==> src/rtl/uart_receiver.sv <==
`default_nettype none
// uart_receiver: 8N1 serial receiver with mid-bit sampling, a ready/valid byte
// output, and one-cycle framing-error / overrun pulses.
module uart_receiver #(
  parameter int CLOCK_FREQ = 125_000_000,
  parameter int BAUD_RATE  = 115_200
) (
  input  logic       clk,
  input  logic       rst,
  input  logic       serial_in,
  output logic [7:0] data_out,
  output logic       data_out_valid,
  input  logic       data_out_ready,
  output logic       framing_error,
  output logic       overrun,
  output logic       rx_busy
);
  localparam int SYMBOL_EDGE_TIME = CLOCK_FREQ / BAUD_RATE;
  localparam int SAMPLE_TIME      = SYMBOL_EDGE_TIME / 2;
  localparam int CW               = $clog2(SYMBOL_EDGE_TIME);
  localparam logic [CW-1:0] HALF_LAST = CW'(SAMPLE_TIME - 1);
  localparam logic [CW-1:0] FULL_LAST = CW'(SYMBOL_EDGE_TIME - 1);

  typedef enum logic [1:0] {
    IDLE  = 2'd0,
    START = 2'd1,
    DATA  = 2'd2,
    STOP  = 2'd3
  } state_t;

  state_t        state, state_next;
  logic          sync1, rx;
  logic [CW-1:0] baud_cnt;
  logic [2:0]    bit_cnt;
  logic [7:0]    shift_reg;
  logic          half_hit, full_hit, sample_now, shift_en, good_stop, bad_stop;

  assign rx_busy = (state != IDLE);

  always_ff @(posedge clk or posedge rst) begin
    if (rst) begin
      sync1 <= 1'b1;
      rx    <= 1'b1;
    end else begin
      sync1 <= serial_in;
      rx    <= sync1;
    end
  end

  always_ff @(posedge clk or posedge rst) begin
    if (rst) state <= IDLE;
    else     state <= state_next;
  end

  always_comb begin
    state_next = state;
    half_hit   = (baud_cnt == HALF_LAST);
    full_hit   = (baud_cnt == FULL_LAST);
    sample_now = 1'b0;
    shift_en   = 1'b0;
    good_stop  = 1'b0;
    bad_stop   = 1'b0;
    case (state)
      IDLE: begin
        if (!rx) state_next = START;
      end
      START: begin
        // A start bit that is high again at mid-bit was only a glitch.
        if (half_hit) begin
          sample_now = 1'b1;
          state_next = rx ? IDLE : DATA;
        end
      end
      DATA: begin
        if (full_hit) begin
          sample_now = 1'b1;
          shift_en   = 1'b1;
          if (bit_cnt == 3'd7) state_next = STOP;
        end
      end
      STOP: begin
        if (full_hit) begin
          sample_now = 1'b1;
          good_stop  = rx;
          bad_stop   = !rx;
          state_next = IDLE;
        end
      end
      default: state_next = IDLE;
    endcase
  end

  always_ff @(posedge clk or posedge rst) begin
    if (rst) begin
      baud_cnt  <= '0;
      bit_cnt   <= 3'd0;
      shift_reg <= 8'h00;
    end else begin
      if (sample_now || (state_next != state) || (state == IDLE)) baud_cnt <= '0;
      else                                                        baud_cnt <= baud_cnt + CW'(1);
      if (state != DATA)  bit_cnt <= 3'd0;
      else if (shift_en)  bit_cnt <= bit_cnt + 3'd1;
      if (shift_en) shift_reg[bit_cnt] <= rx;
    end
  end

  // A byte finishing on the handshake cycle replaces the consumed one without overrun.
  always_ff @(posedge clk or posedge rst) begin
    if (rst) begin
      data_out       <= 8'h00;
      data_out_valid <= 1'b0;
      framing_error  <= 1'b0;
      overrun        <= 1'b0;
    end else begin
      framing_error <= bad_stop;
      overrun       <= good_stop && data_out_valid && !data_out_ready;
      if (good_stop) begin
        data_out       <= shift_reg;
        data_out_valid <= 1'b1;
      end else if (data_out_valid && data_out_ready) begin
        data_out_valid <= 1'b0;
      end
    end
  end
endmodule
`default_nettype wire
==> config.mk <==
export PLATFORM = sky130hd
export DESIGN_NAME = uart_receiver
export DESIGN_NICKNAME = d
export VERILOG_FILES = /design/src/rtl/uart_receiver.sv
export SDC_FILE = /design/constraint.sdc
export NUM_CORES = 1
export LEC_CHECK = 0
export BUFFER_PORTS_ARGS = -buffer_cell sky130_fd_sc_hd__buf_4
export CAP_MARGIN = 10
export CORE_UTILIZATION = 24
export DETAILED_ROUTE_END_ITERATION = 8
export GPL_TIMING_DRIVEN = 0
export HOLD_SLACK_MARGIN = 0.02
export PLACE_DENSITY = 0.37
export SYNTH_ARGS = -nofsm -noshare
export SYNTH_HDL_FRONTEND = slang
export SYNTH_SLANG_ARGS = --single-unit
==> constraint.sdc <==
create_clock -name clk -period 1.95 [get_ports clk]
set_input_delay 0.39 -clock clk [delete_from_list [all_inputs] [get_ports clk]]
set_output_delay 0.39 -clock clk [all_outputs]
set_load 0.02 [all_outputs]
== Yosys cells after proc, flatten, opt, wreduce, memory -nomap -nowiden ==
Cells that the tools add are included.
Storage, ports and cells
  latch bits: 0
  memories kept: 0
  input port bits: 4
  memory bits (writable): 0
  word-level logic and storage cells: 58
  bits in read-only memories: 0
  flip-flop bits (word level): 37
Operators by class
  bitwise operators: 0
  reduce and logical (&&, ||, !) cells: 13
  order comparisons: 2
  muxes and demuxes: 23
  shifts and indexed selects: 0
  $add $sub $neg: 2
  divide/modulo/power cells: 0
  equal/unequal tests: 8
  multipliers: 0
Operators by type and width (count)
  $mux 2: 6
  $add 11x1->11 const B: 1
  $eq 11x10->1 const B: 1
  $eq 11x11->1 const B: 1
  $mux 11: 1
  $mux 1: 10
  $bwmux 8: 1
  $pmux 2 s4: 1
  $mux 3: 2
  $reduce_bool 2->1: 3
  $eq 2x2->1 const B: 2
  $logic_and 1x1->1: 4
  $lt 3x4->1 const B: 1
  $add 3x1->3 const B: 1
  $demux 1 s3: 1
  $eq 3x3->1 const B: 1
  $ge 3x1->1 const B: 1
  $eq 2x1->1 const B: 1
  $logic_not 1->1: 2
  $logic_not 2->1: 1
  $logic_or 1x1->1: 2
  $ne 2x2->1: 1
  $ne 2x2->1 const B: 1
  $pmux 1 s2: 1
  $reduce_or 2->1: 1

== Logic depth before layout (Yosys ltp) ==
  word-level depth: 8
  mapped depth: 7
  gate-level depth less buffers: 6

== Worst setup path before layout ==
Ideal clock, no wire load.
  path kind: reg2reg
  from: reg baud_cnt[0]
  to: reg shift_reg[1]
  required time: 1.825 ns
  path slack: 0.116 ns
  path buffers: 1
  cell stages (with the launch flop): 8
  setup time: 0.125 ns
  arrival: 1.709 ns
  cell sequence: dfrtp_1 inv_1 ha_1 nand4_1 nor4_4 buf_6 nand4_2 mux2_4
On the way
  longest elaborated chain between the ends: 3
RTL lines
  start: declaration: RTL line 33  | logic [CW-1:0] baud_cnt;
  start signal: assignment: RTL line 100  | else baud_cnt <= baud_cnt + CW'(1);
  $eq 11x11->1: RTL line 58  | full_hit = (baud_cnt == FULL_LAST);
  $mux 1: RTL line 75  | if (full_hit) begin
  $mux 1: RTL line 63  | case (state)
  end signal: indexed assignment: RTL line 103  | if (shift_en) shift_reg[bit_cnt] <= rx;
  end: declaration: RTL line 35  | logic [7:0] shift_reg;
Every way passes these cells.
A chain may end at the register's enable or synchronous reset.

== Worst setup path after layout ==
  from: reg state[1]
  to: out rx_busy
On the way
  longest elaborated chain between the ends: 1
RTL lines
  start: declaration: RTL line 31  | state_t state, state_next;
  start signal: assignment: RTL line 52  | else state <= state_next;
  $reduce_bool 2->1: RTL line 38  | assign rx_busy = (state != IDLE);
  end: declaration: RTL line 16  | output logic rx_busy
Every way passes these cells.

==> results.json <==
{
  "clkSinkCount": 37,
  "n_antenna_cell": 0,
  "p_leak_nw": 0.978,
  "finalWirelength_mm": 3.27,
  "power_density_nw_per_um2": 616,
  "grt_max_degree": 38,
  "drt_pass1_iterations": 4,
  "power_w": 0.00133,
  "peakVddDrop_mv": 0.227,
  "gp_routability_congestion": 0.742,
  "synth_top_area_share": 0.490,
  "fmax_ghz": 0.548,
  "rsz0062_at_grt": "no",
  "holdWs_ns": 0.218,
  "final_layout_size_suffix_gt1_frac": 0.339,
  "netlist_instances": 146,
  "yosysTopAreaCell": "dfrtp_1",
  "met2_usage": 0.159,
  "die_h_um": 88.3,
  "grt.busiest_layer": "met2",
  "portBuffers": 15,
  "antenna_found_initial": 0,
  "path_class": "reg2out",
  "ys_top_cells_by_area": "dfrtp_1, mux2_2, ha_1",
  "setup_violations": 0,
  "critPathCaptureType": "output port",
  "slew_violations": 0,
  "drt_iter0_drc": 16,
  "post-route-period-util": 0.936,
  "worstReg2RegEnd": "shift_reg[1]$_DFFE_PP0P_",
  "fin_crit_ns": 1.83,
  "cts.clk_slew.worst_paths_ns": 0.06,
  "met3_usage": 0.0252,
  "final_common_cell": "dfrtp_1",
  "synth_nets": 155,
  "clk_path_buf_depth": 2,
  "critPathLaunchType": "register",
  "grt_usage": 0.0981,
  "io_pins": 16,
  "wl_per_cell_um": 12.1,
  "ys_warn_count": 0,
  "die_x_um": 88.3,
  "grt.overflow.total": 0,
  "grt_pass1_wl_mm": 5.80,
  "dp_hpwl_mm": 2.34,
  "ctsHoldBuffers": 0,
  "rrSetupSlack_ns": 0.14,
  "synth.distinct_cells": 37,
  "nets": 180,
  "r2r_start": "baud_cnt[0]$_DFF_PP0_",
  "row_count": 31,
  "ys_ff_latch": 37,
  "largest_register_ff_count": 11,
  "cts_root_buf": "clkbuf_8",
  "ant_nets": 0,
  "final_util": 0.298,
  "drv_cap": 0,
  "ff2ff_path_depth": 8,
  "numCtsBuffers": 5,
  "core_area_um2": 7210,
  "synth_area_um2": 1790,
  "status": "finished, final reports clean",
  "mostFrequentLayoutCells": "dfrtp_1, buf_4, nor3_1, mux2_2, nor2_1",
  "whs_endpoint": "sync1$_DFF_PP1_",
  "required_ns": 1.56,
  "min_path_cells": 1,
  "critPathLaunch": "state[1]$_DFF_PP0_",
  "yosysSeqAreaShare": 0.519,
  "fin_skew_ns": 0.00827,
  "die_area_um2": 7800,
  "syn-mean-instance-area_um2": 12.2,
  "use_met1": 0.123,
  "fillers": 770,
  "start_util": 0.248,
  "worstHoldPathType": "in2reg",
  "min_from": "serial_in",
  "finalHoldViolCount": 0,
  "drc": 0,
  "cts_htree_levels": 2,
  "num_vias": 1151,
  "tritoncts": "built",
  "post_drt_via_cell_ratio": 4.26,
  "grt_pass1_vias": 1207,
  "slew_headroom": 0.472,
  "worstMarginPinSlew_ns": 0.793,
  "worstPathMaxFanout": 11,
  "cp_data_arrival_time_ns": 1.44,
  "worstSkewPairLatency_ns": 0.28,
  "area_delta_synth_final_pct": 20.4
}
## Yosys cell counts, drive strengths merged
| cell type | instances |
|---|---|
| xor2 | 4 |
| and2 | 1 |
| nand4 | 9 |
| dfstp | 2 |
| mux2 | 16 |
| and2b | 1 |
| a21oi | 1 |
| mux2i | 2 |
| clkbuf | 5 |
| and4 | 1 |
| ha | 5 |
| nand2 | 5 |
| dfrtp | 35 |
| xnor2 | 6 |
| nand4b | 5 |
| a311oi | 1 |
| nor4 | 2 |
| a32o | 1 |
| nand3 | 2 |
| nor3b | 2 |
| o21a | 1 |
| inv | 6 |
| nor2 | 10 |
| and3 | 2 |
| nand4bb | 1 |
| nand2b | 2 |
| nor2b | 3 |
| buf | 4 |
| nor3 | 11 |
## worst max-delay path by stage
| stage | endpoint | slack (ns) | depth (start not counted) |
|---|---|---|---|
| 2_1_floorplan | shift_reg[1]$_DFFE_PP0P_ | 0.12 | 7 |
| 3_3_place_gp | data_out[2]$_DFFE_PP0P_ | -0.13 | 6 |
| 3_5_place_dp | data_out[2]$_DFFE_PP0P_ | -0.16 | 6 |
| 4_1_cts | data_out[2]$_DFFE_PP0P_ | 0.0009 | 7 |
| 5_1_grt | data_out[4]$_DFFE_PP0P_ | 0.03 | 7 |
| 6_report | rx_busy | 0.12 | 4 |
## cell type report
cell class,count,area (um2),share of cell area
sequential,37,930,0.432
buffer,7,51.3,0.0238
inverter,6,22.5,0.0105
timing repair buffer,20,150,0.0697
clock buffer,7,86.3,0.0401
multi-input combinational,94,790,0.367
tap,99,124,0.0575
## layer usage
layer  share of wire  wire (um)
met1            0.46       1490
met2            0.49       1610
met3           0.036        117
met4           0.016         51
met5               0          0
## through the flow
| step | setup TNS (ns) | setup slack (ns) | std cells | instance area [um2] |
|---|---|---|---|---|
| after floorplan | 0 | 0.116 | 146 | 1790 |
| after global placement | -1.13 | -0.129 | 260 | 2020 |
| after detailed placement | -1.30 | -0.156 | 260 | 2020 |
| after CTS | 0 | 0.000938 | 270 | 2140 |
| after global routing | 0 | 0.0323 | 270 | 2150 |
| final | 0 | 0.124 | 270 | 2150 |
## cells by family (layout without fill, tap and decap cells)
| kind of cell | count (synthesis) | in the layout | synth area share |
|---|---|---|---|
| AO/OA/AOI/OAI | 4 | 4 | 0.0175 |
| multiplexers | 18 | 18 | 0.118 |
| flip-flops | 37 | 37 | 0.519 |
| adder cells (fa/ha/maj) | 5 | 5 | 0.0350 |
| AND/OR/NAND/NOR | 57 | 57 | 0.220 |
| buffers and inverters | 15 | 40 | 0.0406 |
| XOR/XNOR | 10 | 10 | 0.0490 |
## critical path, cell delays in order (launching register included)
cell and delay (ns):
dfrtp_1 0.51, nor2_2 0.21, clkbuf_4 0.23, inv_1 0.05
buf_4 0.15
## power by group
group	switching [W]	total (W)	internal [W]
Clock	0.000249	0.000530	0.000280
Sequential	0.00000177	0.000773	0.000771
Combinational	0.0000192	0.0000247	0.00000543
## what timing repair did
action / CTS / global route
resized for setup: 4 / 3
endpoints found under the setup margin: 13 / 27
setup buffers: 3 / 2
pin swaps: 2 / 1
hold endpoints to repair: 0 / 0
(Power assumes the default switching activity.)
